File: config.mk
export PLATFORM = sky130hd
export DESIGN_NAME = cdc_pulse_event_queue
export DESIGN_NICKNAME = d
export VERILOG_FILES = /design/src/rtl/cdc_pkg.sv /design/src/rtl/rr_arbiter.sv /design/src/rtl/cdc_pulse_event_queue.sv
export SDC_FILE = /design/constraint.sdc
export NUM_CORES = 1
export LEC_CHECK = 0
export ABC_CLOCK_PERIOD_IN_PS = 4900
export CAP_MARGIN = 20
export CORE_MARGIN = 2
export CORE_UTILIZATION = 50
export DETAILED_ROUTE_END_ITERATION = 10
export GPL_TIMING_DRIVEN = 0
export PLACE_DENSITY = 0.68
export SLEW_MARGIN = 20
export SYNTH_ARGS = -nofsm -noshare
export SYNTH_HDL_FRONTEND = slang
export SYNTH_SLANG_ARGS = --single-unit
File: constraint.sdc
create_clock -name s_clk -period 4.9 [get_ports s_clk]
set_input_delay 1.225 -clock s_clk [delete_from_list [all_inputs] [get_ports s_clk]]
set_output_delay 1.225 -clock s_clk [all_outputs]
set_load 0.01 [all_outputs]
File: src/rtl/cdc_pkg.sv
// Shared types for the pulse event queue: FSM state encoding and channel index width helper.
package cdc_pkg;

  typedef enum logic [1:0] {
    IDLE  = 2'd0,
    ISSUE = 2'd1,
    WAIT  = 2'd2
  } state_t;

  // Index width never drops below one bit so single-channel builds still get a port.
  function automatic int CH_IDX_W(input int n);
    return (n > 1) ? $clog2(n) : 1;
  endfunction

endpackage

File: src/rtl/rr_arbiter.sv
// Round-robin grant: the search starts at the channel after ptr and picks the first requester.
module rr_arbiter
  import cdc_pkg::*;
#(
  parameter int NUM_CH = 4,
  parameter int IDX_W  = CH_IDX_W(NUM_CH)
) (
  input  logic [NUM_CH-1:0] req,
  input  logic [IDX_W-1:0]  ptr,
  output logic [NUM_CH-1:0] grant,
  output logic [IDX_W-1:0]  idx
);

  logic             found;
  logic [IDX_W-1:0] cand;

  always_comb begin
    grant = '0;
    idx   = '0;
    found = 1'b0;
    cand  = '0;
    for (int k = 1; k <= NUM_CH; k++) begin
      cand = IDX_W'((int'(ptr) + k) % NUM_CH);
      if (!found && req[cand]) begin
        found       = 1'b1;
        grant[cand] = 1'b1;
        idx         = cand;
      end
    end
  end

endmodule

File: src/rtl/cdc_pulse_event_queue.sv
// Per-channel event counters feeding a single handshake pulse synchronizer, one event per
// round-robin grant, paced by the downstream busy flag.
module cdc_pulse_event_queue
  import cdc_pkg::*;
#(
  parameter int NUM_CH = 4,
  parameter int CNT_W  = 3
) (
  input  logic                        s_clk,
  input  logic                        s_rst,
  input  logic [NUM_CH-1:0]           s_pulse_in,
  input  logic                        s_busy,
  output logic                        s_pulse_out,
  output logic [CH_IDX_W(NUM_CH)-1:0] s_ch_out,
  output logic [NUM_CH-1:0]           s_pending,
  input  logic [NUM_CH-1:0]           s_ovf_clr,
  output logic [NUM_CH-1:0]           s_overflow
);

  localparam int               IDX_W   = CH_IDX_W(NUM_CH);
  localparam logic [CNT_W-1:0] CNT_MAX = '1;

  state_t             state;
  logic [NUM_CH-1:0]  pulse_q;
  logic [CNT_W-1:0]   cnt      [NUM_CH];
  logic [CNT_W-1:0]   cnt_next [NUM_CH];
  logic [NUM_CH-1:0]  req;
  logic [NUM_CH-1:0]  grant;
  logic [NUM_CH-1:0]  dec;
  logic [NUM_CH-1:0]  ovf_set;
  logic [IDX_W-1:0]   ptr;
  logic [IDX_W-1:0]   gnt_idx;
  logic               issue;

  always_comb begin
    for (int i = 0; i < NUM_CH; i++) begin
      req[i] = (cnt[i] != '0);
    end
  end

  assign s_pending = req;
  assign issue     = (state == IDLE) && (|req) && !s_busy;
  assign dec       = issue ? grant : '0;

  rr_arbiter #(
    .NUM_CH (NUM_CH),
    .IDX_W  (IDX_W)
  ) u_rr_arbiter (
    .req   (req),
    .ptr   (ptr),
    .grant (grant),
    .idx   (gnt_idx)
  );

  // A simultaneous increment and issue cancel out; an increment at saturation is lost and flagged.
  always_comb begin
    for (int i = 0; i < NUM_CH; i++) begin
      cnt_next[i] = cnt[i];
      ovf_set[i]  = 1'b0;
      case ({pulse_q[i], dec[i]})
        2'b10: begin
          if (cnt[i] == CNT_MAX) ovf_set[i] = 1'b1;
          else                   cnt_next[i] = cnt[i] + 1'b1;
        end
        2'b01:   cnt_next[i] = cnt[i] - 1'b1;
        default: cnt_next[i] = cnt[i];
      endcase
    end
  end

  always_ff @(posedge s_clk) begin
    if (s_rst) begin
      pulse_q    <= '0;
      s_overflow <= '0;
      for (int i = 0; i < NUM_CH; i++) cnt[i] <= '0;
    end else begin
      pulse_q    <= s_pulse_in;
      s_overflow <= ovf_set | (s_overflow & ~s_ovf_clr);
      for (int i = 0; i < NUM_CH; i++) cnt[i] <= cnt_next[i];
    end
  end

  // Pointer resets to the last channel so channel 0 wins the first search.
  always_ff @(posedge s_clk) begin
    if (s_rst) begin
      state       <= IDLE;
      s_pulse_out <= 1'b0;
      s_ch_out    <= '0;
      ptr         <= IDX_W'(NUM_CH - 1);
    end else begin
      case (state)
        IDLE: begin
          s_pulse_out <= 1'b0;
          if (issue) begin
            state       <= ISSUE;
            s_pulse_out <= 1'b1;
            s_ch_out    <= gnt_idx;
            ptr         <= gnt_idx;
          end
        end
        ISSUE: begin
          state       <= WAIT;
          s_pulse_out <= 1'b0;
        end
        WAIT: begin
          s_pulse_out <= 1'b0;
          if (!s_busy) state <= IDLE;
        end
        default: begin
          state       <= IDLE;
          s_pulse_out <= 1'b0;
        end
      endcase
    end
  end

endmodule

# ---- Word-level counts from Yosys, hierarchy flattened
# Memories as Yosys holds them, arrays and structs flattened.
# Cells that the tools add are included.
dict set report totals {
  elab_cells 131
  output_inout_bits 11
  mem_count 1
  regBits 15
  ramBits 12
  in_bits 11
}
dict set report classes {
  n_eq_ne 16
  n_lt_le_gt_ge 8
  bitwise 11
  n_addsub 12
  n_mux 55
  reduce_logical 22
}
# name depth word_bits read_ports rd_clocked_by_memory_dff wr line_no
set memory_table {}
lappend memory_table {cnt 4 3 4 0 4 cdc_pulse_event_queue.sv:25} ;# logic [CNT_W-1:0] cnt [NUM_CH];
# operator n
set ops {}
lappend ops {{3-bit two-way mux} 8}
lappend ops {{3-bit case mux with 2 select lines} 4}
lappend ops {{1-bit two-way mux} 23}
lappend ops {{4-bit two-way mux} 5}
lappend ops {{4-bit OR} 4}
lappend ops {{3-bit by 1-bit adder with 3-bit output, second input constant} 4}
lappend ops {{3-bit equality test, second input constant} 4}
lappend ops {{2-bit by 3-bit less-than comparator with 1-bit output, second input constant} 4}
lappend ops {{2-bit two-way mux} 6}
lappend ops {{3-bit nonzero test} 4}
lappend ops {{3-bit by 1-bit subtractor with 3-bit output, second input constant} 4}
lappend ops {{2-bit by 1-bit equality test with 1-bit output, second input constant} 5}
lappend ops {{2-bit equality test, second input constant} 5}
lappend ops {{1-bit logical AND} 9}
lappend ops {{1-bit binary-select mux with 2-bit select} 4}
lappend ops {{1-bit demux with 2-bit select} 4}
lappend ops {{2-bit by 1-bit >= comparator with 1-bit output, second input constant} 4}
lappend ops {{2-bit case mux with 3 select lines} 1}
lappend ops {{2-bit by 1-bit adder with 2-bit output, second input constant} 2}
lappend ops {{2-bit adder, second input constant} 2}
lappend ops {{4-bit bitwise AND} 1}
lappend ops {{1-bit logical NOT} 4}
lappend ops {{2-bit inequality test, second input constant} 2}
lappend ops {{4-bit NOT} 1}
lappend ops {{other kinds (6)} 10}

# ---- Longest topological paths before layout
# Gate-level depths: netlist (run 1).
dict set report logic_depth {
  ltp_word 17
  mapped_depth 15
  ltp_nobuf 12
}

# ---- By module
# A second synthesis (run 1) with hierarchy kept.
dict set report hier_totals {
  cells_unflattened 223
  area_unflattened_um2 1973.1
}
# module cells_each seq_area_each_um2 area_each_um2 instances
set modules_own_cells {}
lappend modules_own_cells {cdc_pulse_event_queue 155 540.5 1427.6 1}
lappend modules_own_cells {rr_arbiter 68 0.0 545.5 1}

# ---- Worst setup path after synthesis (run 1)
# OpenSTA, ideal clock, no wires.
dict set report synth_path {
  kind {reg-to-reg}
  start {reg ptr[1]}
  end {mem cnt[2][2]}
  n_path_buf 2
  setup_ps 123
  required_ps 4777
  slack_ps 971
  path_stages_with_launch 15
  arrival_ps 3806
  synth_period_minus_slack_ps 3929
  cell_sequence {dfxtp_1 buf_1 inv_1 ha_1 buf_2 nor4b_2 nor2_1 a2111oi_2 o211a_4 a31oi_4 or2_2 fa_1 nor3b_1 mux2i_1 mux2_1}
}
# element line_no
set synth_lines {}
lappend synth_lines {{start: declaration} cdc_pulse_event_queue.sv:31} ;# logic [IDX_W-1:0] ptr;
lappend synth_lines {{start signal: assignment} cdc_pulse_event_queue.sv:89} ;# ptr <= IDX_W'(NUM_CH - 1);
lappend synth_lines {{start signal: assignment} cdc_pulse_event_queue.sv:98} ;# ptr <= gnt_idx;
lappend synth_lines {{end: declaration} cdc_pulse_event_queue.sv:25}

==> run_results.csv, run 1 <==
group,metric,value,unit
status,outcome,"completed",
synthesis,synth.ff_latch_count,27,
critical_path,crit_type,"reg -> reg",
critical_path,end_kind,"flop",
routing,wirelength,4470,um
critical_path,slowest_delay,0.54,ns
cts,cts_resized,0,
critical_path,r2r_setup_slack,0.55,ns
synthesis,synth_edf_count,0,
global_route,grt_pass1_vias,1780,
cells_and_area,antennaDiodeCount,0,
routing,via_per_inst,5.55,
cells_and_area,drive_gt1_frac,0.157,
synthesis,synthCells,242,
cells_and_area,final_nets,291,
synthesis,yosys.area.top_type_share,0.245,
cts,worstSkewPairLatency,0.27,ns
cts,path_clk_slew,0.09,ns
power,ir_drop,0.320,mV
die,core_area,0.00429,mm^2
die,fp.dieW,70.4,um
critical_path,worstPathMaxFanout,10,
global_route,grt_usage,0.198,
critical_path,path_delay_family,"simple AND/OR/NAND/NOR gates",
critical_path,worst_setup_path_start_kind,"flop",
global_route,grt.overflow.total,0,
critical_path,worstPathCellList,"clkbuf_2 -> inv_1 -> ha_1 -> buf_2 -> nor4b_2 -> nor2_1 -> a2111oi_2 -> o211a_4 -> a31oi_4 -> or2_2 -> fa_1 -> nor3b_1 -> mux2i_1 -> mux2_1",
cells_and_area,seqCellArea,541,um^2
sta,min_period,4.35,ns
critical_path,critical_path_arrival,4.52,ns
synthesis,netlist_area,0.00221,mm^2
place,placed_area,0.00248,mm^2
global_route,use_met2,0.328,
cells_and_area,multiInputGateArea,0.00153,mm^2
cts,cts_root_buf,"clkbuf_8",
flow_run,maxCapViolCount,0,
cts,clockBufferDepth,2,
cts,clock-sinks,27,
sta,skew,0.00505,ns
die,start_util,0.514,
synthesis,synth.net_count,265,
global_route,antenna_found_initial,0,
synthesis,async_flop_share,0,
global_route,grt_pass1_wl,8170,um
routing,routedWlPerCell,14.0,um
cts,cts_made_buffers,3,
cells_and_area,areaGrowthSynthToFinish,14.6,%
cts,cts_setup_buffers,0,
synthesis,synthTopCellsByArea,"dfxtp_1 (25%), nor2b_1 (5.1%), mux2i_1 (5.0%), nor2_1 (4.9%), mux2_1 (4.6%)",
critical_path,critPathSlowestCell,"dfxtp_1",
routing,drtIter0Drc,182,
routing,vias,1770,
synthesis,yosysTopAreaCell,"dfxtp_1",
cts,tritoncts,"built",
sta,rsz0062_at_grt,"no",
global_route,busiest_layer,"met2",
global_route,use_met3,0.0245,
synthesis,ys_types,55,
cells_and_area,design_area,0.00253,mm^2
hold_path,hold_class,"reg -> reg",
sta,finalHoldViolCount,0,
cts,htreeDepth,1,
cells_and_area,layout.cells.most_common_list,"nor2_1 (29), dfxtp_1 (27), clkdlybuf4s50_1 (21), nor2b_1 (18), inv_1 (16)",
die,boundaryPins,22,
place,post-dp-hpwl,3390,um
sta,tns,0,ns
synthesis,ys.warnings.count,0,
die,num_rows,24,
synthesis,yosysSeqAreaShare,0.245,
place,globalplace.congestion,0.843,
synthesis,synth_flop_cell,"dfxtp_1",
critical_path,cp_num_buf_inv,3,
global_route,grt_max_degree,15,
sta,finalSetupViolations,0,
sta,worst_slew_pin_slew,0.884,ns
routing,ant_nets,0,
die,die_h,70.4,um
sta,hold_slack,0.462,ns
cells_and_area,nFillCells,380,
sta,fin_crit_sh,0.888,
synthesis,avgSynthCellArea,9.12,um^2
sta,slew-limit-headroom,0.406,
power,power_leakage,1.01,nW
global_route,met1_usage,0.271,
place,port_buffers,21,
power,powerDensity,790,mW/mm^2
routing,first_pass_iters,4,
routing,post-route-drc-count,0,
critical_path,worst-endpoint-required,5.07,ns
cells_and_area,mostFrequentLayoutCell,"nor2_1",
cts,cts-hold-fix-buffers,0,
sta,slew_violations,0,
die,die_area,0.00496,mm^2
sta,fmax,0.230,GHz
[routing by layer]
layer | part of all wire | vias to the layer above
li1 | - | 922
met1 | 0.50 | 812
met2 | 0.46 | 30
met3 | 0.027 | 6
met4 | 0.012 | 0
met5 | 0 | -
[state kept, by name, indices dropped and copies added, names as in the netlist]
name         cells
cnt             12
ptr              2
pulse_q          4
s_ch_out         2
s_overflow       4
s_pulse_out      1
state            2
[cells in the mapped netlist, types with 2 or more instances]
cell type and n:
nand3_1 4, mux4_2 2, and3_2 2, nor2b_1 18, xor2_1 2, clkbuf_1 5, or2_2 3, mux2i_1 11
inv_1 16, inv_2 3, dfxtp_1 27, a2bb2oi_1 2, o211ai_1 4, and3_1 3, nor3_4 3, a31o_1 2
nor3b_1 4, nor3_1 6, buf_1 3, nor4_4 2, buf_4 2, nor2_1 29, a211oi_1 4, a32oi_1 6
nand2b_1 2, fa_1 4, buf_2 3, nand2_1 14, a41o_1 2, mux2_1 9, o21ai_0 5, a221oi_2 2
ha_1 8, a311oi_2 3, a31oi_4 3, a21oi_1 5
[worst reg2reg max path, delay by kind of cell, from the launching register on]
kind,cells,cell delay (ns)
and+or+nand+nor,4,1.03
AOI/OAI and AO/OA,3,0.88
buffers and inverters,3,0.70
adders and majority gates,2,0.68
DFF,1,0.54
muxes,2,0.45
[area by class of cell]
type | count | area share
plain buffers | 13 | 0.0243
flip-flops and latches | 27 | 0.214
well taps | 52 | 0.0257
clock buffers | 4 | 0.0178
inverters | 20 | 0.0307
multi-input cells | 182 | 0.604
repair buffers | 21 | 0.0832
[worst paths after layout]
check / startpoint / end / cells past startpoint
max: ptr[1] / cnt[3][2] / 14
min: s_ch_out[0] / s_ch_out[0] / 2
max reg2reg: ptr[1] / cnt[3][2] / 14
min reg2reg: s_ch_out[0] / s_ch_out[0] / 2
[per-stage QoR]
step	total power, W	util	worst slack, ns	std cells
4_1_cts	0.00200	0.588	0.363	319
3_5_place_dp	0.00186	0.578	0.383	315
6_report	0.00200	0.589	0.548	319
2_1_floorplan	0.00155	-	0.971	242
3_3_place_gp	0.00185	0.578	0.394	315
5_1_grt	0.00217	0.589	0.206	319
[cells by family after synthesis]
logic type | share of synthesized area
AO/OA/AOI/OAI | 0.224
XOR/XNOR | 0.00794
adder cells (fa/ha/maj) | 0.0817
buffers and inverters | 0.0624
flip-flops | 0.245
multiplexers | 0.121
AND/OR/NAND/NOR | 0.258
[power by group]
group,switching [W],internal (W),total [W]
combinational,0.000831,0.000657,0.00149
sequential,0.0000959,0.000284,0.000380
clock,0.0000700,0.0000583,0.000128
(Power assumes the default switching activity.)
==> inputs of run 2 (changes only) <==
--- a/config.mk
+++ b/config.mk
@@ -9,7 +9,9 @@
 export CAP_MARGIN = 20
 export CORE_MARGIN = 2
 export CORE_UTILIZATION = 50
+export CTS_CLUSTER_SIZE = 25
 export DETAILED_ROUTE_END_ITERATION = 10
+export GPL_ROUTABILITY_DRIVEN = 1
 export GPL_TIMING_DRIVEN = 0
 export PLACE_DENSITY = 0.68
 export SLEW_MARGIN = 20
==> results of run 2 <==
Final layout, timing and power as in run 1 (identical DEF).
